==> src/rtl/ex_stage_if.sv <==
// ID/EX-to-EX/MEM bundle for the execute stage.
// The ex_* operands come from ID/EX and the *_o results go to EX/MEM.
// While stall_req=1, the ID/EX register holds its contents and EX/MEM loads a bubble.
interface ex_stage_if #(
    parameter int XLEN       = 32,
    parameter int REG_ADDR_W = 5
);
    logic [1:0]            ex_aluop;
    logic [3:0]            ex_alufun;
    logic [XLEN-1:0]       ex_reg1;
    logic [XLEN-1:0]       ex_reg2;
    logic [REG_ADDR_W-1:0] ex_wd;
    logic                  ex_wreg;
    logic [REG_ADDR_W-1:0] wd_o;
    logic                  wreg_o;
    logic [XLEN-1:0]       wdata_o;
    logic                  stall_req;

    modport master (
        output ex_aluop, ex_alufun, ex_reg1, ex_reg2, ex_wd, ex_wreg,
        input  wd_o, wreg_o, wdata_o, stall_req
    );

    modport slave (
        input  ex_aluop, ex_alufun, ex_reg1, ex_reg2, ex_wd, ex_wreg,
        output wd_o, wreg_o, wdata_o, stall_req
    );
endinterface

==> src/rtl/ex_stage.sv <==
// Execute stage: combinational RV32I ALU and RV32M multiply, plus an iterative
// restoring divider (one quotient bit per cycle) that stalls the pipeline while it runs.
module ex_stage #(
    parameter int XLEN       = 32,
    parameter int REG_ADDR_W = 5
) (
    input  logic         clk,
    input  logic         rst,
    input  logic         flush,
    ex_stage_if.slave    bus,
    output logic [1:0]   dbg_state_o
);
    localparam int CW = $clog2(XLEN);
    localparam logic [CW-1:0] CNT_LAST = CW'(XLEN - 1);

    typedef enum logic [1:0] {IDLE = 2'd0, BUSY = 2'd1, DONE = 2'd2} div_state_e;

    div_state_e      state_q;
    logic [CW-1:0]   cnt_q;
    logic [XLEN-1:0] quo_q, rem_q, dvs_q;
    logic            neg_quo_q, neg_rem_q, is_rem_q;

    logic [XLEN-1:0] a, b;
    logic [2:0]      f3;
    logic            fa;
    assign a  = bus.ex_reg1;
    assign b  = bus.ex_reg2;
    assign f3 = bus.ex_alufun[2:0];
    assign fa = bus.ex_alufun[3];

    logic [XLEN-1:0] alu_res;
    always_comb begin
        alu_res = '0;
        case (f3)
            3'b000:  alu_res = fa ? (a - b) : (a + b);
            3'b001:  alu_res = a << b[4:0];
            3'b010:  alu_res = {{(XLEN-1){1'b0}}, ($signed(a) < $signed(b))};
            3'b011:  alu_res = {{(XLEN-1){1'b0}}, (a < b)};
            3'b100:  alu_res = a ^ b;
            3'b101:  alu_res = fa ? XLEN'($signed(a) >>> b[4:0]) : (a >> b[4:0]);
            3'b110:  alu_res = a | b;
            default: alu_res = a & b;
        endcase
    end

    // Operands are sign/zero extended to full product width so one multiplier covers all four ops.
    logic              mul_a_sgn, mul_b_sgn;
    logic [2*XLEN-1:0] mul_a, mul_b, prod;
    logic [XLEN-1:0]   mul_res;
    assign mul_a_sgn = (f3[1:0] != 2'b11) & a[XLEN-1];
    assign mul_b_sgn = ~f3[1] & b[XLEN-1];
    assign mul_a     = {{XLEN{mul_a_sgn}}, a};
    assign mul_b     = {{XLEN{mul_b_sgn}}, b};
    assign prod      = mul_a * mul_b;
    assign mul_res   = (f3[1:0] == 2'b00) ? prod[XLEN-1:0] : prod[2*XLEN-1:XLEN];

    logic            is_div_op, div_signed, div_is_rem, div_by_zero, div_ovf, launch;
    logic [XLEN-1:0] a_abs, b_abs, special_res;
    assign is_div_op   = (bus.ex_aluop == 2'b10) & f3[2];
    assign div_signed  = ~f3[0];
    assign div_is_rem  = f3[1];
    assign div_by_zero = (b == '0);
    assign div_ovf     = div_signed & (a == {1'b1, {(XLEN-1){1'b0}}}) & (b == '1);
    assign launch      = is_div_op & ~div_by_zero & ~div_ovf;
    assign a_abs       = (div_signed & a[XLEN-1]) ? -a : a;
    assign b_abs       = (div_signed & b[XLEN-1]) ? -b : b;
    // Overflow quotient is the dividend itself (0x80000000); overflow remainder is zero.
    assign special_res = div_by_zero ? (div_is_rem ? a : '1) : (div_is_rem ? '0 : a);

    // One restoring step: quo_q holds the dividend bits still to be shifted in.
    logic [XLEN:0]   rem_shift, diff;
    logic [XLEN-1:0] quo_d, rem_d, div_res;
    assign rem_shift = {rem_q, quo_q[XLEN-1]};
    assign diff      = rem_shift - {1'b0, dvs_q};
    assign rem_d     = diff[XLEN] ? rem_shift[XLEN-1:0] : diff[XLEN-1:0];
    assign quo_d     = {quo_q[XLEN-2:0], ~diff[XLEN]};
    assign div_res   = is_rem_q ? (neg_rem_q ? -rem_q : rem_q)
                                : (neg_quo_q ? -quo_q : quo_q);

    always_ff @(posedge clk) begin
        if (!rst) begin
            state_q   <= IDLE;
            cnt_q     <= '0;
            quo_q     <= '0;
            rem_q     <= '0;
            dvs_q     <= '0;
            neg_quo_q <= 1'b0;
            neg_rem_q <= 1'b0;
            is_rem_q  <= 1'b0;
        end else if (flush) begin
            state_q <= IDLE;
        end else begin
            case (state_q)
                IDLE: begin
                    if (launch) begin
                        quo_q     <= a_abs;
                        rem_q     <= '0;
                        dvs_q     <= b_abs;
                        neg_quo_q <= div_signed & (a[XLEN-1] ^ b[XLEN-1]);
                        neg_rem_q <= div_signed & a[XLEN-1];
                        is_rem_q  <= div_is_rem;
                        cnt_q     <= '0;
                        state_q   <= BUSY;
                    end
                end
                BUSY: begin
                    quo_q <= quo_d;
                    rem_q <= rem_d;
                    cnt_q <= cnt_q + 1'b1;
                    if (cnt_q == CNT_LAST) state_q <= DONE;
                end
                DONE:    state_q <= IDLE;
                default: state_q <= IDLE;
            endcase
        end
    end

    always_comb begin
        bus.stall_req = 1'b0;
        bus.wreg_o    = 1'b0;
        bus.wdata_o   = '0;
        bus.wd_o      = bus.ex_wd;
        dbg_state_o   = state_q;
        if (!rst) begin
            bus.wd_o    = '0;
            dbg_state_o = 2'd0;
        end else if (!flush) begin
            case (state_q)
                BUSY: bus.stall_req = 1'b1;
                DONE: begin
                    bus.wreg_o  = bus.ex_wreg;
                    bus.wdata_o = div_res;
                end
                default: begin
                    case (bus.ex_aluop)
                        2'b01: begin
                            bus.wreg_o  = bus.ex_wreg;
                            bus.wdata_o = alu_res;
                        end
                        2'b10: begin
                            if (launch) begin
                                bus.stall_req = 1'b1;
                            end else begin
                                bus.wreg_o  = bus.ex_wreg;
                                bus.wdata_o = is_div_op ? special_res : mul_res;
                            end
                        end
                        default: ;
                    endcase
                end
            endcase
        end
    end
endmodule
==> src/flat_wrapper.sv <==
// flat-port wrapper written by rule: the top's interface ports become plain ports
module ex_stage_flat 
#(
    parameter int XLEN       = 32,
    parameter int REG_ADDR_W = 5
)
  (clk, rst, flush, dbg_state_o, bus_ex_aluop, bus_ex_alufun, bus_ex_reg1, bus_ex_reg2, bus_ex_wd, bus_ex_wreg, bus_wd_o, bus_wreg_o, bus_wdata_o, bus_stall_req);
  ex_stage_if #(.XLEN(XLEN), .REG_ADDR_W(REG_ADDR_W)) bus_i ();
  input  logic clk;
  input  logic rst;
  input  logic flush;
  output logic [1:0] dbg_state_o;
  input wire logic [$bits(bus_i.ex_aluop)-1:0] bus_ex_aluop;
  input wire logic [$bits(bus_i.ex_alufun)-1:0] bus_ex_alufun;
  input wire logic [$bits(bus_i.ex_reg1)-1:0] bus_ex_reg1;
  input wire logic [$bits(bus_i.ex_reg2)-1:0] bus_ex_reg2;
  input wire logic [$bits(bus_i.ex_wd)-1:0] bus_ex_wd;
  input wire logic [$bits(bus_i.ex_wreg)-1:0] bus_ex_wreg;
  output wire logic [$bits(bus_i.wd_o)-1:0] bus_wd_o;
  output wire logic [$bits(bus_i.wreg_o)-1:0] bus_wreg_o;
  output wire logic [$bits(bus_i.wdata_o)-1:0] bus_wdata_o;
  output wire logic [$bits(bus_i.stall_req)-1:0] bus_stall_req;
  assign bus_i.ex_aluop = bus_ex_aluop;
  assign bus_i.ex_alufun = bus_ex_alufun;
  assign bus_i.ex_reg1 = bus_ex_reg1;
  assign bus_i.ex_reg2 = bus_ex_reg2;
  assign bus_i.ex_wd = bus_ex_wd;
  assign bus_i.ex_wreg = bus_ex_wreg;
  assign bus_wd_o = bus_i.wd_o;
  assign bus_wreg_o = bus_i.wreg_o;
  assign bus_wdata_o = bus_i.wdata_o;
  assign bus_stall_req = bus_i.stall_req;
  ex_stage #(.XLEN(XLEN), .REG_ADDR_W(REG_ADDR_W)) u_core (.clk(clk), .rst(rst), .flush(flush), .bus(bus_i), .dbg_state_o(dbg_state_o));
endmodule
==> config.mk <==
export PLATFORM = sky130hd
export DESIGN_NAME = ex_stage_flat
export DESIGN_NICKNAME = d
export VERILOG_FILES = /design/src/rtl/ex_stage_if.sv /design/src/rtl/ex_stage.sv /design/src/flat_wrapper.sv
export SDC_FILE = /design/constraint.sdc
export NUM_CORES = 2
export LEC_CHECK = 0
export ABC_AREA = 1
export BUFFER_PORTS_ARGS = -buffer_cell sky130_fd_sc_hd__buf_2
export CAP_MARGIN = 20
export CORE_MARGIN = 2
export CORE_UTILIZATION = 61
export DETAILED_ROUTE_END_ITERATION = 8
export PLACE_DENSITY = 0.81
export REMOVE_ABC_BUFFERS = 1
export SLEW_MARGIN = 0
export SYNTH_ARGS = -nofsm -noshare
export SYNTH_HDL_FRONTEND = slang
export SYNTH_SLANG_ARGS = --single-unit
export TNS_END_PERCENT = 50
==> constraint.sdc <==
create_clock -name clk -period 11.72 [get_ports clk]
set_clock_uncertainty 0.1 [all_clocks]
set_input_delay 2.344 -clock clk [delete_from_list [all_inputs] [get_ports clk]]
set_output_delay 2.344 -clock clk [all_outputs]
set_load 0.02 [all_outputs]
==> impl_results.md, run 1 <==
* Final RePlAce weighted congestion at 1.159
* Clk Tree Root Cell: clkbuf_16
* Global-route usage over all layers at 83.40%
* Number of storage elements in the synthesis netlist at 106
* Netlist Area Pre-Place at 60520 um^2
* Most common library cells after synthesis: nand2_1, inv_1, fa_1
* Post-Syn Instances at 8870
* X dimension of the die at 319.0 um
* Number of distinct library cell variants in the gate-level netlist after synthesis at 68
* Quantity of hold-fixing buffers added after cts at 0
* Number of I/O pins at 120
* YS warnings at 0
* CTS Sinks at 106
* Sequential-to-total area share from yosys stat at 3.506%
* Biggest area contributors in the synthesized netlist: fa_1, nand2_1, inv_1
* Status: aborted with a tool error
* Mean cell area of the mapped netlist at 6.823 um^2
* Grt repair worst endpoint: bus_wdata_o[31]
* Number of flops mapped to enable cells by yosys at 0
* Row Count at 115
* Remaining global-route overflow at 257
* Post-detailed-placement half-perimeter wirelength at 232000 um
* Initial Util at 61.49%
* Pin count of the biggest net entering global routing at 71
* Share of Yosys cell area claimed by the top area cell type at 37.31%
* Stopped at: global routing (5_1_grt)
* Die Y-Extent at 319.0 um
* Async SR Flop Fraction at 0%
* Most frequent cell after synthesis: nand2_1
* Number of clock buffers inserted by TritonCTS at 9
* Post-synthesis cell type with the largest combined area: fa_1
* CTS H-tree depth at 3
* Number of input and output port buffers inserted at 119
* Category of the worst endpoint: top-level output
* Err: [ERROR GRT-0232] Routing congestion too high. Check the congestion heatmap in the GUI.
* Maximum buffer depth of the clock tree at 2
* Synth Flop Type: dfxtp_1
## through the flow
stage | area [um^2] | util, % | setup WS, ps | instances
detailed placement | 67830 | 68.92 | -1353 | 10650
CTS | 71790 | 72.94 | -365.3 | 10750
floorplan | 58620 | - | -667.9 | 8419
global placement | 67830 | 68.92 | -1225 | 10650
## per-layer routing
metal / GRT overflow / GRT usage (%)
met1: 20 / 83.06
met2: 140 / 95.07
met3: 21 / 73.86
met4: 75 / 79.33
met5: 1 / 62.51
## kinds of logic after synthesis
| logic type | count (synthesis) | share of synthesized area, % |
|---|---|---|
| and+or+nand+nor | 3456 | 23.26 |
| muxes | 13 | 0.2150 |
| adders and majority gates | 1482 | 44.63 |
| DFF | 106 | 3.506 |
| xor gates and xnor gates | 104 | 1.505 |
| buffers and inverters | 2472 | 15.67 |
| AOI/OAI and AO/OA | 1237 | 11.21 |
## what timing repair did
item,CTS
resized for setup,751
endpoints found under the setup margin,32
pin swaps,229
cloned,9
buffers inserted,81
==> run 2, diff against run 1 <==
- CORE_UTILIZATION: 61 -> 40
- PLACE_DENSITY: 0.81 -> not set
- PLACE_DENSITY_LB_ADDON: not set -> 0.15
- clock period: 11.72 -> 15.24 ns (I/O delays scaled with it)
==> run 2 against run 1 <==
  * The flow now finishes without violations
  * Synthesized area is the same
  * Synthesized cell count unchanged
==> impl_results.md, run 2 <==
* Antenna Nets Post-Route at 0
* Total negative slack at 0 ps
* Type of destination of the critical path: primary output
* CTS Sinks at 106
* Share of Yosys cell area claimed by the top area cell type at 37.31%
* Count of final max-slew check failures at 0
* Number of storage elements in the synthesis netlist at 106
* Biggest area contributors in the synthesized netlist: fa_1, nand2_1, inv_1
* Number of flops mapped to enable cells by yosys at 0
* Mean cell area of the mapped netlist at 6.823 um^2
* Leading cell type in the layout, fill and taps excluded: nand2_1
* Slew Limit Headroom at 17.96%
* Hold Worst Slack at 370.3 ps
* Core region area at 150000 um^2
* Total wire length after detailed routing at 288500 um
* Category of the most critical setup path: in2out
* Global-route usage over all layers at 37.57%
* Remaining global-route overflow at 0
* Number of violations of the max-capacitance limit at 0
* Quantity of hold-fixing buffers added after cts at 0
* Initial Util at 40.36%
* Wire length of the first global-routing pass at 419900 um
* Highest cell delay on the worst timing path at 620 ps
* Maximum buffer depth of the clock tree at 2
* Final period demand of the worst path at 15080 ps
* Number of I/O pins at 120
* CTS H-tree depth at 3
* Iteration-0 DRC count of the detailed router at 5687
* Critical Path AT at 11930 ps
* Clk_lat worst skew at 400 ps
* Register clock-pin slew on the reported worst setup and hold paths at 90 ps
* Synth Flop Type: dfxtp_1
* Number of input and output port buffers inserted at 119
* Synthesis-to-layout area growth at 6.424%
* Sequential-to-total area share from yosys stat at 3.506%
* Destination of the worst hold path: u_core.dvs_q[2]
* Routed wire length per instance at 26.61 um
* Mean number of vias per cell at 5.532
* Post-Syn Instances at 8870
* Commonest cells after routing, fill and taps aside: nand2_1, inv_1, fa_1
* R2R depth at 18
* Row Count at 142
* Initial antenna violation count at 14
* Critical path buffers and inverters at 9
* Critical path launch point type: input pin
* Pin count of the biggest net entering global routing at 71
* Number of instances on the worst hold path at 2
* Status: completed
* Worst Hold Class: reg2reg
* Clk Tree Root Cell: clkbuf_16
* Finish-stage setup viols at 0
* Post-detailed-placement half-perimeter wirelength at 243300 um
* Vias in the first global route at 60260
* Vias after detailed routing at 59980
* R2r endpoint: u_core.rem_q[5]
* Iteration count of the initial detailed-routing pass at 7
* Number of setup buffers added after CTS at 0
* Unrepaired setup endpoints after global routing: false
* Startpoint of the worst hold path: u_core.dvs_q[2]
* Achievable Freq at 66.31 MHz
* Final RePlAce weighted congestion at 1.073
* Netlist Area Pre-Place at 60520 um^2
* Most frequent cell after synthesis: nand2_1
* Number of clock buffers inserted by TritonCTS at 9
* Number of distinct library cell variants in the gate-level netlist after synthesis at 68
* Startpoint of the lowest-slack register-to-register path: u_core.quo_q[31]
* Remaining design rule violation count at 0
* Period utilisation layout at 98.95%
* Critical path data required time at 12090 ps
* Number of resized instances in the post-cts repair step at 9
* Worst path top cell family by delay: adder cells
* Layout cell share with drive strength beyond 1 at 5.802%
* Slack of the worst reg-to-reg path at 11360 ps
* Critical Path Slowest Stage Cell: fa_1
* Hold Fails Final Rpt at 0
* Final layout net count at 10380
* YS warnings at 0
* Post-synthesis cell type with the largest combined area: fa_1
* Die footprint at 154400 um^2
* Die Y-Extent at 393.0 um
* Most common library cells after synthesis: nand2_1, inv_1, fa_1
* Max FO, Critical Path at 20
* Pin slew with the least headroom to its limit at 1231 ps
* X dimension of the die at 393.0 um
* Largest registers ranked by flip-flop count: u_core.dvs_q x32, u_core.quo_q x32, u_core.rem_q x32
* Filler cell count in the final layout at 16190
* Async SR Flop Fraction at 0%
* CTS tree: built
[run 2: worst max-delay path by stage]
stage,start,to,cells after the start
2_1_floorplan,bus_ex_alufun[0],bus_wdata_o[31],36
3_3_place_gp,bus_ex_reg1[14],bus_wdata_o[7],33
3_5_place_dp,bus_ex_reg1[13],bus_wdata_o[7],31
4_1_cts,bus_ex_reg2[17],bus_wdata_o[7],33
5_1_grt,bus_ex_alufun[0],bus_wdata_o[29],37
6_report,bus_ex_reg2[9],bus_wdata_o[7],33
[run 2: final cells by class]
class	count	area, um^2	area share (%)
Clock inverter	7	91.34	0.1418
Sequential cell	106	2122	3.295
Timing Repair Buffer	390	2889	4.486
Clock buffer	9	225.2	0.3497
Antenna cell	1	2.502	0.003885
Tap cell	2016	2522	3.916
Inverter	2021	7586	11.78
Multi-Input combinational cell	6292	48970	76.03
[run 2: cells by family (layout without fill, tap and decap cells)]
group                      count (synthesis)  count (layout)  share of synthesized area (%)
other                                      0               1                              0
muxes                                     13              13                         0.2150
AOI/OAI and AO/OA                       1237            1237                          11.21
adders and majority gates               1482            1482                          44.63
buffers and inverters                   2472            2427                          15.67
DFF                                      106             106                          3.506
xor gates and xnor gates                 104             104                          1.505
and+or+nand+nor                         3456            3456                          23.26
[run 2: through the flow]
step	util [%]	cells	area (um^2)	setup slack, ps
floorplan	-	8419	58620	1444
global placement	42.63	10820	63920	-806.4
detailed placement	42.67	10820	63980	-653.9
CTS	42.90	10840	64330	36.65
global route	42.95	10840	64400	38.05
finish	42.95	10840	64410	160.3
[run 2: per-layer routing]
layer  GRT usage, %  wire length [um]
met5              0                82
met4          16.36             15670
met3          4.831             22080
met2          60.98            131400
met1          50.20            119300
[run 2: tightest hold or removal path: stages (launching register included)]
cell     delay, ps
dfxtp_1        310
inv_1           60
a21oi_1         60
Power of run 2 is left out: the tool's default activity adds up to more than one toggle a clock period on the data nets, which glitch-free logic cannot reach.
